===== src/rtl/booth_pkg.sv =====
// Shared types and constants for the sequential radix-2 Booth multiplier.
package booth_pkg;

  // Operand width used when the instantiating design does not override it.
  localparam int unsigned DEFAULT_WIDTH = 8;

  // Controller states: waiting, iterating, presenting the product for one cycle.
  typedef enum logic [1:0] {
    IDLE = 2'd0,
    RUN  = 2'd1,
    DONE = 2'd2
  } state_e;

endpackage


===== src/rtl/booth_step.sv =====
// One radix-2 Booth iteration: conditional add/subtract of the multiplicand,
// then a one-bit arithmetic right shift of {accumulator, Q, Q_1}.
module booth_step #(
  parameter int unsigned N = 9
) (
  input  logic [N:0]   i_acc,
  input  logic [N-1:0] i_q,
  input  logic         i_q1,
  input  logic [N-1:0] i_m,
  output logic [N:0]   o_acc,
  output logic [N-1:0] o_q,
  output logic         o_q1
);

  logic [N:0] w_m_ext;
  logic [N:0] w_sum;

  // Booth recode {Q[0], Q_1}, then shift the whole register pair right by one.
  always_comb begin
    w_m_ext = {i_m[N-1], i_m};
    w_sum   = i_acc;
    unique case ({i_q[0], i_q1})
      2'b01:   w_sum = i_acc + w_m_ext;
      2'b10:   w_sum = i_acc - w_m_ext;
      default: w_sum = i_acc;
    endcase
    o_acc = {w_sum[N], w_sum[N:1]};
    o_q   = {w_sum[0], i_q[N-1:1]};
    o_q1  = i_q[0];
  end

endmodule


===== src/rtl/booth_mult_seq.sv =====
// Sequential radix-2 Booth multiplier, one iteration per clock, signed or
// unsigned operands. Operands are widened by one bit so the unsigned case is
// handled by the same signed datapath.
module booth_mult_seq
  import booth_pkg::*;
#(
  parameter int unsigned WIDTH = DEFAULT_WIDTH
) (
  input  logic               clk,
  input  logic               rst,
  input  logic               start,
  input  logic               signed_mode,
  input  logic [WIDTH-1:0]   a,
  input  logic [WIDTH-1:0]   b,
  output logic               busy,
  output logic               done,
  output logic [2*WIDTH-1:0] product
);

  localparam int unsigned N        = WIDTH + 1;
  localparam int unsigned CNT_W    = $clog2(N + 1);
  localparam logic [CNT_W-1:0] CNT_LOAD = CNT_W'(N);
  localparam logic [CNT_W-1:0] CNT_ONE  = CNT_W'(1);

  state_e             r_state;
  state_e             w_state_next;
  logic [N:0]         r_acc;
  logic [N-1:0]       r_q;
  logic               r_q1;
  logic [N-1:0]       r_m;
  logic [CNT_W-1:0]   r_cnt;
  logic [2*WIDTH-1:0] r_product;

  logic [N:0]         w_acc_step;
  logic [N-1:0]       w_q_step;
  logic               w_q1_step;
  logic               w_accept;
  logic               w_last;
  logic               w_ext_a;
  logic               w_ext_b;

  // Start is only honoured outside RUN; requests while busy are dropped.
  assign w_accept = start && (r_state != RUN);
  assign w_last   = (r_cnt == CNT_ONE);
  assign w_ext_a  = signed_mode & a[WIDTH-1];
  assign w_ext_b  = signed_mode & b[WIDTH-1];

  booth_step #(
    .N (N)
  ) u_step (
    .i_acc (r_acc),
    .i_q   (r_q),
    .i_q1  (r_q1),
    .i_m   (r_m),
    .o_acc (w_acc_step),
    .o_q   (w_q_step),
    .o_q1  (w_q1_step)
  );

  // State register.
  always_ff @(posedge clk or posedge rst) begin
    if (rst) begin
      r_state <= IDLE;
    end else begin
      r_state <= w_state_next;
    end
  end

  // Next-state logic and status outputs.
  always_comb begin
    w_state_next = r_state;
    busy         = 1'b0;
    done         = 1'b0;
    unique case (r_state)
      IDLE: begin
        if (w_accept) w_state_next = RUN;
      end
      RUN: begin
        busy = 1'b1;
        if (w_last) w_state_next = DONE;
      end
      DONE: begin
        done         = 1'b1;
        w_state_next = w_accept ? RUN : IDLE;
      end
      default: w_state_next = IDLE;
    endcase
  end

  // Operand load on acceptance, one Booth iteration per RUN cycle.
  always_ff @(posedge clk or posedge rst) begin
    if (rst) begin
      r_acc <= '0;
      r_q   <= '0;
      r_q1  <= 1'b0;
      r_m   <= '0;
      r_cnt <= '0;
    end else if (w_accept) begin
      r_acc <= '0;
      r_q   <= {w_ext_b, b};
      r_q1  <= 1'b0;
      r_m   <= {w_ext_a, a};
      r_cnt <= CNT_LOAD;
    end else if (r_state == RUN) begin
      r_acc <= w_acc_step;
      r_q   <= w_q_step;
      r_q1  <= w_q1_step;
      r_cnt <= r_cnt - CNT_ONE;
    end
  end

  // Capture the product from the final iteration as the FSM enters DONE.
  always_ff @(posedge clk or posedge rst) begin
    if (rst) begin
      r_product <= '0;
    end else if ((r_state == RUN) && w_last) begin
      r_product <= {w_acc_step[WIDTH-2:0], w_q_step};
    end
  end

  assign product = r_product;

endmodule


===== config.mk =====
export PLATFORM = sky130hd
export DESIGN_NAME = booth_mult_seq
export DESIGN_NICKNAME = d
export VERILOG_FILES = /design/src/rtl/booth_pkg.sv /design/src/rtl/booth_step.sv /design/src/rtl/booth_mult_seq.sv
export SDC_FILE = /design/constraint.sdc
export NUM_CORES = 1
export LEC_CHECK = 0
export CAP_MARGIN = 20
export CORE_UTILIZATION = 55
export DETAILED_ROUTE_END_ITERATION = 6
export DONT_BUFFER_PORTS = 1
export PLACE_DENSITY_LB_ADDON = 0.08
export SYNTH_ARGS = -nofsm -noshare
export SYNTH_HDL_FRONTEND = slang
export SYNTH_SLANG_ARGS = --single-unit

===== constraint.sdc =====
create_clock -name clk -period 3 [get_ports clk]
set_clock_uncertainty 0.1 [all_clocks]
set_input_delay 0.6 -clock clk [delete_from_list [all_inputs] [get_ports clk]]
set_output_delay 0.6 -clock clk [all_outputs]
set_load 0.005 [all_outputs]

# Yosys cells after proc, flatten, opt, wreduce, memory -nomap -nowiden
# Index checks and enable logic that the tools add are counted.
# word_totals
output_inout_bits,18
reg_bits,51
input_bits,20
# classes
reduce_logical,5
eq_ne,8
bitwise_logic,2
mux,15
addsub,3
# ops
op,n
$mux 10,2
$pmux 10 s2,1
$mux 9,2
$add 10x10->10,1
$sub 10x10->10,1
$mux 4,2
$pmux 2 s3,1
$mux 1,5
$eq 2x1->1 const B,2
$eq 2x2->1 const B,2
$eq 4x1->1 const B,1
$mux 2,2
$ne 2x2->1 const B,2
$sub 4x1->4 const B,1
$and 1x1->1,2
$logic_and 1x1->1,2
$logic_not 2->1,1
$ne 2x1->1 const B,1
$reduce_and 2->1,1
$reduce_bool 2->1,1

# Logic depth before layout (Yosys ltp)
# Gate-level depths: netlist (run 1).
# depth
ltp_word,4
mapped_depth,13
mapped_depth_nobuf,13

# Cells and area by module
# A second synthesis (run 1) with hierarchy kept.
# unflattened
hier_cells,283
area_unflattened_um2,2900.3
# by_module_without_submodules
module,instances,cells_each,area_each_um2
booth_mult_seq,1,173,2117.0
booth_step,1,110,783.3

# Worst setup path before layout (run 1)
# No wires, ideal clock.
# synth_path
path_kind,flip-flop to flip-flop
start,reg r_q1
end,reg r_acc[8]
n_path_buf,1
setup_time_ns,0.124
path_stages_with_launch,13
t_arrival_ns,2.560
path_slack_ns,0.217
period_less_slack_ns,2.783
required_ns,2.776
cell_sequence,dfrtp_1 -> inv_1 -> ha_1 -> clkbuf_2 -> mux2_2 -> inv_1 -> ha_1 -> nor2b_1 -> o2111ai_1 -> a21oi_1 -> or3_1 -> and4_4 -> a211o_1
# synth_via
elab_chain_len,4
# synth_lines
element,line,text
start: declaration,booth_mult_seq.sv:29,logic r_q1;
start signal: assignment,booth_mult_seq.sv:107,r_q1 <= w_q1_step;
$eq 2x2->1 / $eq 2x1->1 (equally long branches),booth_step.sv:22,"unique case ({i_q[0], i_q1})"
$pmux 10 s2 *,booth_step.sv:22,
$mux 10 *,booth_mult_seq.sv:104,end else if (r_state == RUN) begin
$mux 10 *,booth_mult_seq.sv:98,end else if (w_accept) begin
end signal: assignment,booth_mult_seq.sv:105,r_acc <= w_acc_step;
end: declaration,booth_mult_seq.sv:27,logic [N:0] r_acc;
# Mark *: on every way between the ends. The rest lies on a longest branch, timed or not. The select of a mux whose other input is x is not followed.
# A chain may end at the register's enable or synchronous reset.

# Worst setup path in the final report (run 1)
# layout_path
start,reg r_m[0]
end,reg r_acc[8]
# layout_via
elab_chain_len,4
# layout_lines
element,line,text
start: declaration,booth_mult_seq.sv:30,logic [N-1:0] r_m;
start signal: assignment,booth_mult_seq.sv:102,"r_m <= {w_ext_a, a};"
$sub 10x10->10 / $add 10x10->10 (equally long branches),"booth_step.sv:24, booth_step.sv:23",
$pmux 10 s2 *,booth_step.sv:22,
$mux 10 *,booth_mult_seq.sv:104,
$mux 10 *,booth_mult_seq.sv:98,
# Marks and branches as above.

==> impl_metrics.py, run 1 <==
metrics = {
    "logic_synthesis": {
        "yosysSeqAreaShare_pct": 46.4,
        "yosys.cell_types.count": 37,
        "yosysWarnings": 0,
        "synth_area_leader_cell": "dfrtp_1",
        "synth.area.top_cells": "dfrtp_1 (46%), nand2_1 (7.1%), ha_1 (6.0%), o21ai_0 (5.6%), mux2_2 (4.6%)",
        "synth.avg_cell_area_um2": 9.49,
        "synth_seq_cells": 50,
        "synth_fp_nets": 318,
        "synth_top_area_share_pct": 46.4,
        "syn_inst": 284,
        "netlist_area_um2": 2690,
    },
    "critical_path": {
        "worst-path-buf-inv": 1,
        "critPathRequiredTime_ps": 3110,
        "cpPeakStageDelay_ps": 410,
        "critPathMaxFanout": 4,
        "crit_family": "simple AND/OR/NAND/NOR gates",
        "start_kind": "flop",
        "path_class": "flop to flop",
        "crit_chain": "inv_1 > ha_2 > nand2_1 > nor3_1 > nor2_1 > xnor2_1 > ha_1 > o211a_1 > o21ai_0 > nand2_1 > or3_1 > and4_4 > a211o_1",
        "worstPathArrival_ps": 3020,
        "end_kind": "flop",
        "cp_common_cell": "nand2_1",
        "slowest_stage": "dfrtp_1",
    },
    "finish": {
        "num_antenna_cells": 0,
        "drive_above_1_share_pct": 12.5,
        "mostFrequentLayoutCell": "nand2_1",
        "final_cell_mix": "nand2_1 (51), dfrtp_1 (50), o21ai_0 (30), inv_1 (12), ha_1 (12)",
        "multi_input_area_um2": 1360,
        "nets": 321,
        "seq_area_um2": 1250,
        "area_delta_synth_final_pct": 8.69,
        "final_util_pct": 62.0,
        "n_fill_cell": 410,
        "finish.instance_area_um2": 2930,
    },
    "die": {
        "core-area_um2": 4720,
        "pin_count": 38,
        "fp.dieH_um": 72.0,
        "initial_utilization_pct": 57.0,
        "die_x_um": 72.0,
        "row_count": 25,
        "die_area_um2": 5180,
    },
    "route": {
        "wire_per_inst_um": 15.1,
        "ant_nets": 0,
        "drt_iter0_drc": 111,
        "route.vias.total": 1989,
        "first_pass_iters": 4,
        "drt-total-wl_um": 5350,
        "route.detailed.drc": 0,
        "via_per_inst": 5.60,
    },
    "sta": {
        "rsz0062_at_grt": "yes",
        "slew_headroom_pct": 65.8,
        "period_share_pct": 97.1,
        "post-route-min-period_ps": 2910,
        "setup_viol": 0,
        "finalHoldViolCount": 0,
        "slew_viol_final": 0,
        "tightestPinTransition_ps": 512,
        "max_freq_ghz": 0.343,
    },
    "clock_network": {
        "numCtsBuffers": 5,
        "cts_tree": "yes",
        "path_clk_slew_ps": 100,
        "clockBufferDepth": 2,
        "ctsHoldBuffers": 0,
        "clk_latency_ps": 310,
        "clkSinkCount": 50,
        "clock-root-buffer": "clkbuf_8",
        "ctsHtreeMaxLevel": 2,
    },
    "flow_run": {
        "cap_violations": 0,
    },
    "power_and_ir_drop": {
        "power.leakage_uw": 0.00141,
        "p_per_area_nw_per_um2": 1360,
        "ir_worst_vdd_uv": 669,
        "finalPower_uw": 3980,
    },
    "global_route": {
        "grt_pass1_wl_um": 9150,
        "grt_overflow": 0,
        "grt_pass1_vias": 1924,
        "grt.total_usage_pct": 23.1,
        "grt_start_max_net_pins": 32,
        "grt_antenna_before_repair": 0,
    },
    "hold_path": {
        "hold_class": "input pin to asynchronous set/reset pin",
    },
    "placement": {
        "portBuffers": 0,
        "gp_congestion": 0.802,
        "dpl_cell_area_um2": 2770,
        "place_hpwl_um": 3740,
    },
    "outcome": {
        "outcome": "complete, no violations",
    },
}
metrics by stage:
stage          setup TNS [ps]  setup WS (ps)  hold WS (ps)  instances
4_1_cts                     0           14.1           101        351
6_report                    0           87.6          90.1        355
3_5_place_dp                0           41.1           382        343
3_3_place_gp                0           40.1           379        343
5_1_grt                 -61.7          -61.7           120        355
2_1_floorplan               0            217           360        284
timing repair:
item | CTS | global route
buffers inserted | 0 | 4
gates resized for setup | 0 | 5
setup endpoints to repair | 0 | 3
area by class of cell:
cell class	instances	share of cell area, %
Clock buffer	5	2.35
Tap cell	67	2.86
Timing Repair Buffer	9	2.31
Clock inverter	3	1.50
Sequential cell	50	42.7
Multi-Input combinational cell	208	46.6
Inverter	13	1.67
state kept, by name, summed over array words and instances, names as in the netlist:
register / count
product: 16
r_acc: 9
r_m: 9
r_q: 9
r_cnt: 4
r_state: 2
r_q1: 1
worst register-to-register path, delay by kind of cell (launching register included):
kind,cells,cell delay (ps)
DFF,1,410
AOI/OAI and AO/OA,3,600
buffers and inverters,1,70
and+or+nand+nor,6,900
adders and majority gates,2,480
xor gates and xnor gates,1,250
metal layers:
layer | routed length (µm) | part of all wire, % | vias to the layer above | global-route usage, %
li1 | - | - | 994 | -
met1 | 2670 | 50 | 935 | 34.1
met2 | 2330 | 44 | 52 | 33.8
met3 | 250 | 4.7 | 8 | 4.72
met4 | 98 | 1.8 | 0 | 8.28
met5 | 0 | 0 | - | 0
power breakdown:
| part | leakage (µW) | internal, µW | total [µW] | switching (µW) |
|---|---|---|---|---|
| Combinational | 0.000723 | 992 | 2250 | 1260 |
| Sequential | 0.000625 | 985 | 1250 | 261 |
| Clock | 0.0000585 | 250 | 490 | 239 |
| Total | 0.00141 | 2230 | 3980 | 1760 |
logic make-up (layout without fill, tap and decap cells):
family	Yosys count	after routing	synth area share, %
buffers and inverters	26	30	3.67
AOI/OAI and AO/OA	67	67	15.0
adders and majority gates	14	14	6.78
and+or+nand+nor	94	94	15.9
muxes	22	22	8.69
DFF	50	50	46.4
xor gates and xnor gates	11	11	3.58
worst paths after layout:
kind	start	endpoint	slack, ps	cells past startpoint
setup / recovery	r_m[0]$_DFFE_PP0P_	r_acc[8]$_DFFE_PP0P_	90	13
hold / removal	rst	product[0]$_DFFE_PP0P_	90	1
setup reg to reg	r_m[0]$_DFFE_PP0P_	r_acc[8]$_DFFE_PP0P_	90	13
hold reg to reg	r_q[7]$_DFFE_PP0P_	product[6]$_DFFE_PP0P_	400	2
max in group asynchronous	rst	r_m[3]$_DFFE_PP0P_	1960	2
min in group clk	start	r_q1$_DFFE_PP0P_	290	1
cells in the mapped netlist:
cell	number
and2_1	1
a21o_1	2
or3_1	3
nor3_1	6
and4_4	1
o31ai_1	4
o22ai_1	1
clkbuf_2	1
a211o_1	2
nor3_2	1
dfrtp_1	50
nand3_1	6
inv_1	13
nand2_1	51
ha_1	13
o21a_1	2
xnor2_1	8
buf_1	2
nand2b_1	2
o211a_1	2
a21oi_1	11
nor4_1	1
xor2_1	3
a31oi_1	7
and3_1	6
a21oi_2	1
o21ai_0	30
nor2b_1	4
nor3b_1	1
fa_1	1
mux2_2	11
a211oi_1	2
a311oi_1	2
o2111ai_1	1
nor2_1	11
mux2i_1	11
clkbuf_1	10
No activity file was read; power rests on OpenSTA's default activity.
==> inputs of run 2 (changes only) <==
--- a/config.mk
+++ b/config.mk
@@ -6,6 +6,7 @@
 export NUM_CORES = 1
 export LEC_CHECK = 0
 export CAP_MARGIN = 20
+export CORE_MARGIN = 2
 export CORE_UTILIZATION = 55
 export DETAILED_ROUTE_END_ITERATION = 6
 export DONT_BUFFER_PORTS = 1
==> impl_metrics.py, run 2 (same netlist as run 1, synthesis figures left out) <==
metrics = {
    "outcome": {
        "outcome": "complete, no violations",
    },
    "placement": {
        "pre_cts_ws_ps": 90.5,
        "place_hpwl_um": 3760,
        "dpl_cell_area_um2": 2770,
        "gp_congestion": 0.768,
        "portBuffers": 0,
        "place_inst": 343,
    },
    "die": {
        "fp.dieH_um": 74.0,
        "row_count": 25,
        "initial_utilization_pct": 57.0,
        "die_x_um": 74.0,
        "die_area_um2": 5470,
        "core-area_um2": 4720,
        "pin_count": 38,
    },
    "route": {
        "first_pass_iters": 4,
        "route.detailed.drc": 0,
        "via_per_inst": 5.52,
        "drt_iter0_drc": 112,
        "drt-total-wl_um": 5190,
        "route.vias.total": 1943,
        "wire_per_inst_um": 14.7,
        "ant_nets": 0,
    },
    "sta": {
        "tightestPinTransition_ps": 478,
        "setup_slack_ps": 150,
        "post-route-min-period_ps": 2850,
        "max_freq_ghz": 0.351,
        "tns_ps": 0,
        "setup_viol": 0,
        "slew_viol_final": 0,
        "period_share_pct": 95.0,
        "finalHoldViolCount": 0,
        "slew_headroom_pct": 68.1,
        "rsz0062_at_grt": "no",
    },
    "critical_path": {
        "cpPeakStageDelay_ps": 420,
        "crit_family": "simple AND/OR/NAND/NOR gates",
        "reg2reg_slack_ps": 150,
        "critPathMaxFanout": 5,
        "slowest_stage": "dfrtp_1",
        "path_class": "flop to flop",
        "cp_common_cell": "nand2_1",
        "worstPathArrival_ps": 2940,
        "critPathRequiredTime_ps": 3090,
        "end_kind": "flop",
        "cp.depth": 13,
        "worst-path-buf-inv": 1,
        "crit_chain": "inv_1 > ha_4 > nand2_1 > nor3_2 > nor2_1 > xnor2_1 > ha_1 > o211a_1 > o21ai_0 > nand2_1 > or3_1 > and4_4 > a211o_1",
        "start_kind": "flop",
        "r2r.worst_path.cells": 13,
    },
    "clock_network": {
        "clkSinkCount": 50,
        "ctsHtreeMaxLevel": 2,
        "numCtsBuffers": 5,
        "clockBufferDepth": 2,
        "path_clk_slew_ps": 100,
        "clock-root-buffer": "clkbuf_8",
        "clk_latency_ps": 300,
        "cts_tree": "yes",
    },
    "flow_run": {
        "cap_violations": 0,
    },
    "global_route": {
        "grt_pass1_wl_um": 9030,
        "grt_start_max_net_pins": 32,
        "grt_antenna_before_repair": 0,
        "grt_pass1_vias": 1899,
        "grt.total_usage_pct": 21.2,
        "grt_overflow": 0,
    },
    "finish": {
        "instances_no_fill": 352,
        "mostFrequentLayoutCell": "nand2_1",
        "num_antenna_cells": 0,
        "finish.instance_area_um2": 2920,
        "drive_above_1_share_pct": 11.2,
        "largest_reg_flops": 16,
        "n_fill_cell": 402,
        "final_cell_mix": "nand2_1 (51), dfrtp_1 (50), o21ai_0 (30), inv_1 (12), ha_1 (12)",
        "area_delta_synth_final_pct": 8.36,
        "nets": 318,
    },
    "power_and_ir_drop": {
        "power.leakage_uw": 0.00140,
        "finalPower_uw": 3950,
        "p_per_area_nw_per_um2": 1350,
        "ir_worst_vdd_uv": 623,
    },
    "hold_path": {
        "hold_class": "input pin to asynchronous set/reset pin",
    },
}
## run 2: final timing paths
check,from,end
min,rst,product[0]$_DFFE_PP0P_
max reg2reg,r_m[1]$_DFFE_PP0P_,r_acc[8]$_DFFE_PP0P_
min in group clk,start,r_q1$_DFFE_PP0P_
max,r_m[1]$_DFFE_PP0P_,r_acc[8]$_DFFE_PP0P_
min reg2reg,product[13]$_DFFE_PP0P_,product[13]$_DFFE_PP0P_
max in group asynchronous,rst,r_m[4]$_DFFE_PP0P_
## run 2: metal layers
layer | up-vias | share of wire (%) | track usage (%)
li1 | 992 | - | -
met1 | 905 | 52 | 32.4
met2 | 40 | 43 | 30.2
met3 | 6 | 3.5 | 4.20
met4 | 0 | 1.6 | 7.27
met5 | - | 0 | 0
## run 2: cell type report
type                    instances  area, µm²  area share [%]
multi-input cells             208       1370            46.9
inverters                      13       48.8            1.67
flip-flops and latches         50       1250            42.9
clock buffers                   6       82.6            2.83
well taps                      67       83.8            2.87
repair buffers                  6       45.0            1.54
clock inverters                 2       38.8            1.33
## run 2: repair_timing
action,4_1_cts,5_1_grt
hold buffers,0,0
setup endpoints to repair,0,2
gates resized for setup,0,5
buffers inserted,0,1
## run 2: power breakdown
part           leakage, µW  switching, µW  internal [µW]
sequential        0.000625            270            985
combinational     0.000710           1220            968
clock            0.0000618            227            275
## run 2: through the flow
step	utilization [%]	hold WS, ps
2_1_floorplan	-	360
3_5_place_dp	58.5	383
3_3_place_gp	58.5	378
4_1_cts	61.1	111
5_1_grt	61.8	120
6_report	61.8	85.8
